## src/rtl/meas_sequencer.sv

```systemverilog
// Measurement sequencer: routes one of NUM_CH waves to the F/T engines, then runs the serial sender.
// Define SEQ_CONTINUOUS_EN to add cmd_cont/stop and continuous relaunch of the latched command.
module meas_sequencer #(
    parameter int  NUM_CH = 4,
    parameter int  TO_W   = 24,
    parameter int  TO_CYC = 10_000_000,
    localparam int CH_W   = $clog2(NUM_CH)
) (
    input  logic              clk,
    input  logic              rst_n,
    input  logic              cmd_valid,
    input  logic [1:0]        cmd_mode,
    input  logic [CH_W-1:0]   cmd_cha,
    input  logic [CH_W-1:0]   cmd_chb,
`ifdef SEQ_CONTINUOUS_EN
    input  logic              cmd_cont,
    input  logic              stop,
`endif
    input  logic [NUM_CH-1:0] waves,
    output logic              f_wave,
    output logic              t_wave,
    output logic              f_start,
    output logic              t_start,
    output logic              c_start,
    input  logic              f_busy,
    input  logic              t_busy,
    input  logic              c_busy,
    output logic [1:0]        mode,
    output logic [CH_W-1:0]   cur_ch,
    output logic              ready,
    output logic              bad_cmd,
    output logic              timeout_err
);

    localparam logic [1:0]      MODE_PER  = 2'b01;
    localparam logic [1:0]      MODE_DUAL = 2'b10;
    localparam logic [1:0]      MODE_SCAN = 2'b11;
    localparam logic [CH_W:0]   NUM_CH_X  = (CH_W+1)'(NUM_CH);
    localparam logic [CH_W-1:0] LAST_CH   = CH_W'(NUM_CH - 1);
    localparam logic [TO_W-1:0] TO_LAST   = TO_W'(TO_CYC - 1);

    typedef enum logic [2:0] {
        S_IDLE     = 3'd0,
        S_LAUNCH   = 3'd1,
        S_RUN      = 3'd2,
        S_SEND     = 3'd3,
        S_SEND_RUN = 3'd4,
        S_NEXT     = 3'd5
    } state_t;

    function automatic logic uses_f(input logic [1:0] m);
        return (m != MODE_PER);
    endfunction

    function automatic logic uses_t(input logic [1:0] m);
        return (m == MODE_PER) || (m == MODE_DUAL);
    endfunction

    state_t          r_state, w_state_nxt;
    logic [1:0]      r_mode, w_mode_nxt;
    // r_cur_ch doubles as the latched channel A; in scan it walks the channels.
    logic [CH_W-1:0] r_cur_ch, w_cur_ch_nxt;
    logic [CH_W-1:0] r_chb, w_chb_nxt;
    logic            r_f_start, w_f_start_nxt;
    logic            r_t_start, w_t_start_nxt;
    logic            r_c_start, w_c_start_nxt;
    logic            r_ready, r_bad, w_bad_nxt;
    logic            r_to_err, w_to_err_nxt;
    logic [TO_W-1:0] r_to_cnt, w_to_cnt_nxt;
    logic            w_launch, w_relaunch, w_cmd_bad, w_t_wave;

`ifdef SEQ_CONTINUOUS_EN
    logic            r_cont, w_cont_nxt;
    assign w_relaunch = r_cont & ~stop;
`else
    assign w_relaunch = 1'b0;
`endif

    assign w_cmd_bad = ({1'b0, cmd_cha} >= NUM_CH_X) ||
                       ((cmd_mode == MODE_DUAL) && ({1'b0, cmd_chb} >= NUM_CH_X));

    // Next-state and next-register values for the whole sequencer.
    always_comb begin
        w_state_nxt   = r_state;
        w_mode_nxt    = r_mode;
        w_cur_ch_nxt  = r_cur_ch;
        w_chb_nxt     = r_chb;
        w_f_start_nxt = r_f_start;
        w_t_start_nxt = r_t_start;
        w_c_start_nxt = r_c_start;
        w_to_err_nxt  = r_to_err;
        w_to_cnt_nxt  = r_to_cnt;
        w_bad_nxt     = 1'b0;
        w_launch      = 1'b0;
`ifdef SEQ_CONTINUOUS_EN
        w_cont_nxt    = r_cont;
`endif
        case (r_state)
            S_IDLE: begin
                if (cmd_valid && w_cmd_bad) begin
                    w_bad_nxt = 1'b1;
                end else if (cmd_valid) begin
                    w_mode_nxt   = cmd_mode;
                    w_cur_ch_nxt = (cmd_mode == MODE_SCAN) ? {CH_W{1'b0}} : cmd_cha;
                    w_chb_nxt    = cmd_chb;
                    w_to_err_nxt = 1'b0;
                    w_launch     = 1'b1;
`ifdef SEQ_CONTINUOUS_EN
                    w_cont_nxt   = cmd_cont;
`endif
                end else begin
                    w_bad_nxt = 1'b0;
                end
            end
            S_LAUNCH, S_RUN: begin
                if (r_to_cnt == TO_LAST) begin
                    w_f_start_nxt = 1'b0;
                    w_t_start_nxt = 1'b0;
                    w_to_err_nxt  = 1'b1;
                    w_state_nxt   = (r_mode == MODE_SCAN) ? S_NEXT : S_IDLE;
                end else if (r_state == S_LAUNCH) begin
                    // A start still high means its busy has not been seen yet.
                    w_f_start_nxt = r_f_start & ~f_busy;
                    w_t_start_nxt = r_t_start & ~t_busy;
                    w_state_nxt   = (w_f_start_nxt || w_t_start_nxt) ? S_LAUNCH : S_RUN;
                end else if ((!uses_f(r_mode) || !f_busy) && (!uses_t(r_mode) || !t_busy)) begin
                    w_c_start_nxt = 1'b1;
                    w_state_nxt   = S_SEND;
                end else begin
                    w_state_nxt = S_RUN;
                end
            end
            S_SEND: begin
                w_c_start_nxt = r_c_start & ~c_busy;
                w_state_nxt   = c_busy ? S_SEND_RUN : S_SEND;
            end
            S_SEND_RUN: begin
                if (c_busy) begin
                    w_state_nxt = S_SEND_RUN;
                end else if (r_mode == MODE_SCAN) begin
                    w_state_nxt = S_NEXT;
                end else if (w_relaunch) begin
                    w_launch = 1'b1;
                end else begin
                    w_state_nxt = S_IDLE;
                end
            end
            S_NEXT: begin
                if (r_cur_ch != LAST_CH) begin
                    w_cur_ch_nxt = r_cur_ch + CH_W'(1);
                    w_launch     = 1'b1;
                end else if (w_relaunch) begin
                    w_cur_ch_nxt = {CH_W{1'b0}};
                    w_launch     = 1'b1;
                end else begin
                    w_state_nxt = S_IDLE;
                end
            end
            default: begin
                w_state_nxt   = S_IDLE;
                w_f_start_nxt = 1'b0;
                w_t_start_nxt = 1'b0;
                w_c_start_nxt = 1'b0;
            end
        endcase
        if (w_launch) begin
            w_state_nxt   = S_LAUNCH;
            w_f_start_nxt = uses_f(w_mode_nxt);
            w_t_start_nxt = uses_t(w_mode_nxt);
            w_to_cnt_nxt  = {TO_W{1'b0}};
        end else if ((r_state == S_LAUNCH) || (r_state == S_RUN)) begin
            w_to_cnt_nxt = r_to_cnt + TO_W'(1);
        end else begin
            w_to_cnt_nxt = r_to_cnt;
        end
    end

    // State and output registers.
    always_ff @(posedge clk or negedge rst_n) begin
        if (!rst_n) begin
            r_state   <= S_IDLE;
            r_mode    <= 2'b00;
            r_cur_ch  <= {CH_W{1'b0}};
            r_chb     <= {CH_W{1'b0}};
            r_f_start <= 1'b0;
            r_t_start <= 1'b0;
            r_c_start <= 1'b0;
            r_ready   <= 1'b1;
            r_bad     <= 1'b0;
            r_to_err  <= 1'b0;
            r_to_cnt  <= {TO_W{1'b0}};
`ifdef SEQ_CONTINUOUS_EN
            r_cont    <= 1'b0;
`endif
        end else begin
            r_state   <= w_state_nxt;
            r_mode    <= w_mode_nxt;
            r_cur_ch  <= w_cur_ch_nxt;
            r_chb     <= w_chb_nxt;
            r_f_start <= w_f_start_nxt;
            r_t_start <= w_t_start_nxt;
            r_c_start <= w_c_start_nxt;
            r_ready   <= (w_state_nxt == S_IDLE);
            r_bad     <= w_bad_nxt;
            r_to_err  <= w_to_err_nxt;
            r_to_cnt  <= w_to_cnt_nxt;
`ifdef SEQ_CONTINUOUS_EN
            r_cont    <= w_cont_nxt;
`endif
        end
    end

    // T-engine wave routing depends on the latched mode.
    always_comb begin
        w_t_wave = 1'b0;
        case (r_mode)
            MODE_PER:  w_t_wave = waves[r_cur_ch];
            MODE_DUAL: w_t_wave = waves[r_chb];
            default:   w_t_wave = 1'b0;
        endcase
    end

    assign f_wave      = waves[r_cur_ch];
    assign t_wave      = w_t_wave;
    assign f_start     = r_f_start;
    assign t_start     = r_t_start;
    assign c_start     = r_c_start;
    assign mode        = r_mode;
    assign cur_ch      = r_cur_ch;
    assign ready       = r_ready;
    assign bad_cmd     = r_bad;
    assign timeout_err = r_to_err;

endmodule

```

## config.mk

```make
export PLATFORM = sky130hd
export DESIGN_NAME = meas_sequencer
export DESIGN_NICKNAME = d
export VERILOG_FILES = /design/src/rtl/meas_sequencer.sv
export SDC_FILE = /design/constraint.sdc
export NUM_CORES = 1
export LEC_CHECK = 0
export CELL_PAD_IN_SITES_DETAIL_PLACEMENT = 0
export CELL_PAD_IN_SITES_GLOBAL_PLACEMENT = 2
export CORE_MARGIN = 4
export CORE_UTILIZATION = 31
export DETAILED_ROUTE_END_ITERATION = 12
export PLACE_DENSITY_LB_ADDON = 0.15
export RECOVER_POWER = 50
export SYNTH_ARGS = -nofsm -noshare
export SYNTH_HDL_FRONTEND = slang
export SYNTH_SLANG_ARGS = --single-unit
```

## constraint.sdc

```tcl
create_clock -name clk -period 1.8 [get_ports clk]
set_input_delay 0.36 -clock clk [delete_from_list [all_inputs] [get_ports clk]]
set_output_delay 0.36 -clock clk [all_outputs]
set_load 0.02 [all_outputs]
```

==> metrics <==
outcome finished with violations; failing checks setup timing; CP Class reg -> out; wire per inst approximately 15 um; EDFF count, synth 0; clock skew 0.00527 ns; Post-layout nets 343; Total Routing Usage GR around 15%; slew at the pin closest to its max-slew limit just under 1 ns; Top-Level Pins 28; RSZ-0062 raised after global routing yes; drt first pass iters 4; setup violators final 7; grt ovf 0; die width 92.9 um; Worst Path Required between 1 and 1.5 ns; Fillers 680; commonest non-fill, non-tap cell in the layout buf_4; Placed Area about 0.0030 sq mm; vias in the first global route 2031; Setup crit end kind output port; PortBufs 26; Placeable Area 0.00691 sq mm; commonest non-fill, non-tap cells in the layout buf_4, dfrtp_1, nor2_1; Worst Hold Margin between 0.2 and 0.25 ns; Post-Syn Area between 0.002 and 0.0025 sq mm; CTS H-tree lvls 2; Antenna diodes 0; leakage ~1.4 nW; gpl congestion 0.772; first-pass GRT wire length approximately 10000 um; post-synthesis sequential area ratio approximately 43%; first-iteration detailed-routing DRC count 67; Unique masters post-synth 48; Final period util 107%; worst r2r src r_to_cnt[14]$_DFFE_PN0P_; Worst VDD drop about 0.00059 V; Root Buffer Master clkbuf_8; die area between 0.008 and 0.009 sq mm; initial core utilization 32.4%; final setup TNS -0.451 ns; post-synthesis async set-or-reset flop share 100%; total clock buffers created by CTS 5; row count 30; deepest clock path buffer count 2; Die Y a little over 90 um; PwrDens 1270 mW/mm^2; cells after synthesis between 200 and 250; CTS tree built; Pins Over Slew Limit 0; YS warnings 0; pin count of the biggest net entering global routing 23; FF-to-FF End t_start$_DFFE_PN0P_; Inst Count DP about 400; final cell count without fillers roughly 420; R2R Setup Slk -0.10 ns; proportion of layout cells with a drive suffix above 1 36.6%; Crit Path Max Fanout 2; vias per inst 4.85; detailed placement HPWL 4570 um; Final WS setup -0.125 ns; Routed WL between 6000 and 7000 um; Antenna Nets Post-Route 0; R2R depth 6; vias post-DR roughly 2k; synthesized net count around 250; syn avg cell area between 9 and 10 sq um; Max Cap Viol 0; upper clock frequency limit 0.519 GHz; P&R area growth vs syn 50.0%; synthesized flop and latch total 38; initial antenna violation count 0; predominant post-synthesis flop cell dfrtp_1; min cycle time layout approximately 1.9 ns; headroom to the max-slew limit between 30% and 40%; Worst EP arrival approximately 1.6 ns; Clock transition at path regs ~0.070 ns; cts-stage hold buffer count 0; CTS Sinks 38; Worst Setup Start Kind flop; DR DRC count 0; Clock Latency Late Sink approximately 0.28 ns; design area ~0.0034 sq mm; Hold Vio Cnt, Final 0; worst hold path class in -> async
-- final cells by class --
cell class / count / area [sq um] / share of cell area, %
sequential: 38 / 955 / 28.5
tap: 96 / 120 / 3.58
multi-input combinational: 177 / 1390 / 41.5
inverter: 8 / 30.0 / 0.896
clock inverter: 1 / 5.00 / 0.149
clock buffer: 7 / 86.3 / 2.57
timing repair buffer: 91 / 764 / 22.8
-- worst max-delay path, cell delays in order, from the launching register on --
cell	delay, ns
dfrtp_2	0.39
mux4_2	0.52
a22oi_2	0.16
nor2_1	0.06
buf_4	0.15
-- what timing repair did --
item | CTS | global route
setup buffers | 8 | 4
pin swaps | 18 | 16
setup endpoints to repair | 9 | 28
gates cloned | 0 | 0
gates resized for setup | 28 | 27
-- kinds of logic (layout without fill, tap and decap cells) --
| kind of cell | after synthesis | count (layout) | share of synthesized area (%) |
|---|---|---|---|
| adders and majority gates | 6 | 6 | 3.36 |
| other | 1 | 1 | 0.168 |
| muxes | 5 | 5 | 3.47 |
| and+or+nand+nor | 114 | 114 | 28.2 |
| buffers and inverters | 16 | 107 | 3.41 |
| xor gates and xnor gates | 24 | 24 | 9.40 |
| AOI/OAI and AO/OA | 27 | 27 | 9.40 |
| DFF | 38 | 38 | 42.6 |
-- through the flow --
stage	utilization (%)	total power, W	setup WS, ns
floorplan	-	0.00232	0.00680
global placement	43.5	0.00334	-0.586
detailed placement	43.5	0.00334	-0.598
CTS	46.6	0.00415	-0.140
global route	48.6	0.00460	-0.240
finish	48.6	0.00427	-0.125
-- worst max path at each step --
stage	start	depth (start not counted)	end	slack [ns]
after detailed placement	waves[3]	5	t_wave	-0.60
after CTS	cur_ch[0]$_DFFE_PN0P_	4	t_wave	-0.14
after global placement	waves[3]	5	t_wave	-0.59
final	cur_ch[0]$_DFFE_PN0P_	4	t_wave	-0.13
after floorplan	r_state[2]$_DFF_PN0_	6	t_start$_DFFE_PN0P_	0.007
after global routing	r_to_cnt[14]$_DFFE_PN0P_	6	t_start$_DFFE_PN0P_	-0.24
-- routing by layer --
layer  vias to the layer above  share of wire [%]  global-route usage, %
met5                         -                  0                      0
met4                         0               0.94                   4.40
met3                         5                2.0                   2.68
met2                        15                 48                   23.1
met1                      1000                 49                   21.5
li1                       1008                  -                      -
-- flip-flops by register name, indices dropped and copies added (netlist names) --
register / flops
r_to_cnt: 24
r_state: 3
cur_ch: 2
mode: 2
r_chb: 2
c_start: 1
f_start: 1
ready: 1
t_start: 1
timeout_err: 1
-- Yosys cell counts, types with 3 or more instances --
master / count / share of area [%]
a21oi_1: 3 / 0.67
inv_1: 8 / 1.3
o21ai_0: 4 / 0.90
xnor2_1: 19 / 7.4
xor2_1: 5 / 2.0
nand3_1: 13 / 2.9
ha_1: 6 / 3.4
nand2_1: 20 / 3.4
nor4_2: 4 / 2.2
buf_4: 3 / 1.0
nor2b_1: 4 / 1.1
and4_1: 5 / 2.0
nor2_1: 35 / 5.9
nand4_1: 8 / 2.2
dfrtp_1: 37 / 41
buf_2: 4 / 0.90
a221o_1: 3 / 1.3
nor4_1: 6 / 1.7
nor3_1: 4 / 0.90
-- where the power goes --
part / switching (W) / internal, W / leakage (nW)
clock network: 0.000290 / 0.000309 / 0.0482
registers: 0.000157 / 0.00104 / 0.502
logic: 0.00123 / 0.00124 / 0.882
total: 0.00168 / 0.00259 / 1.43
(Power assumes the default switching activity.)
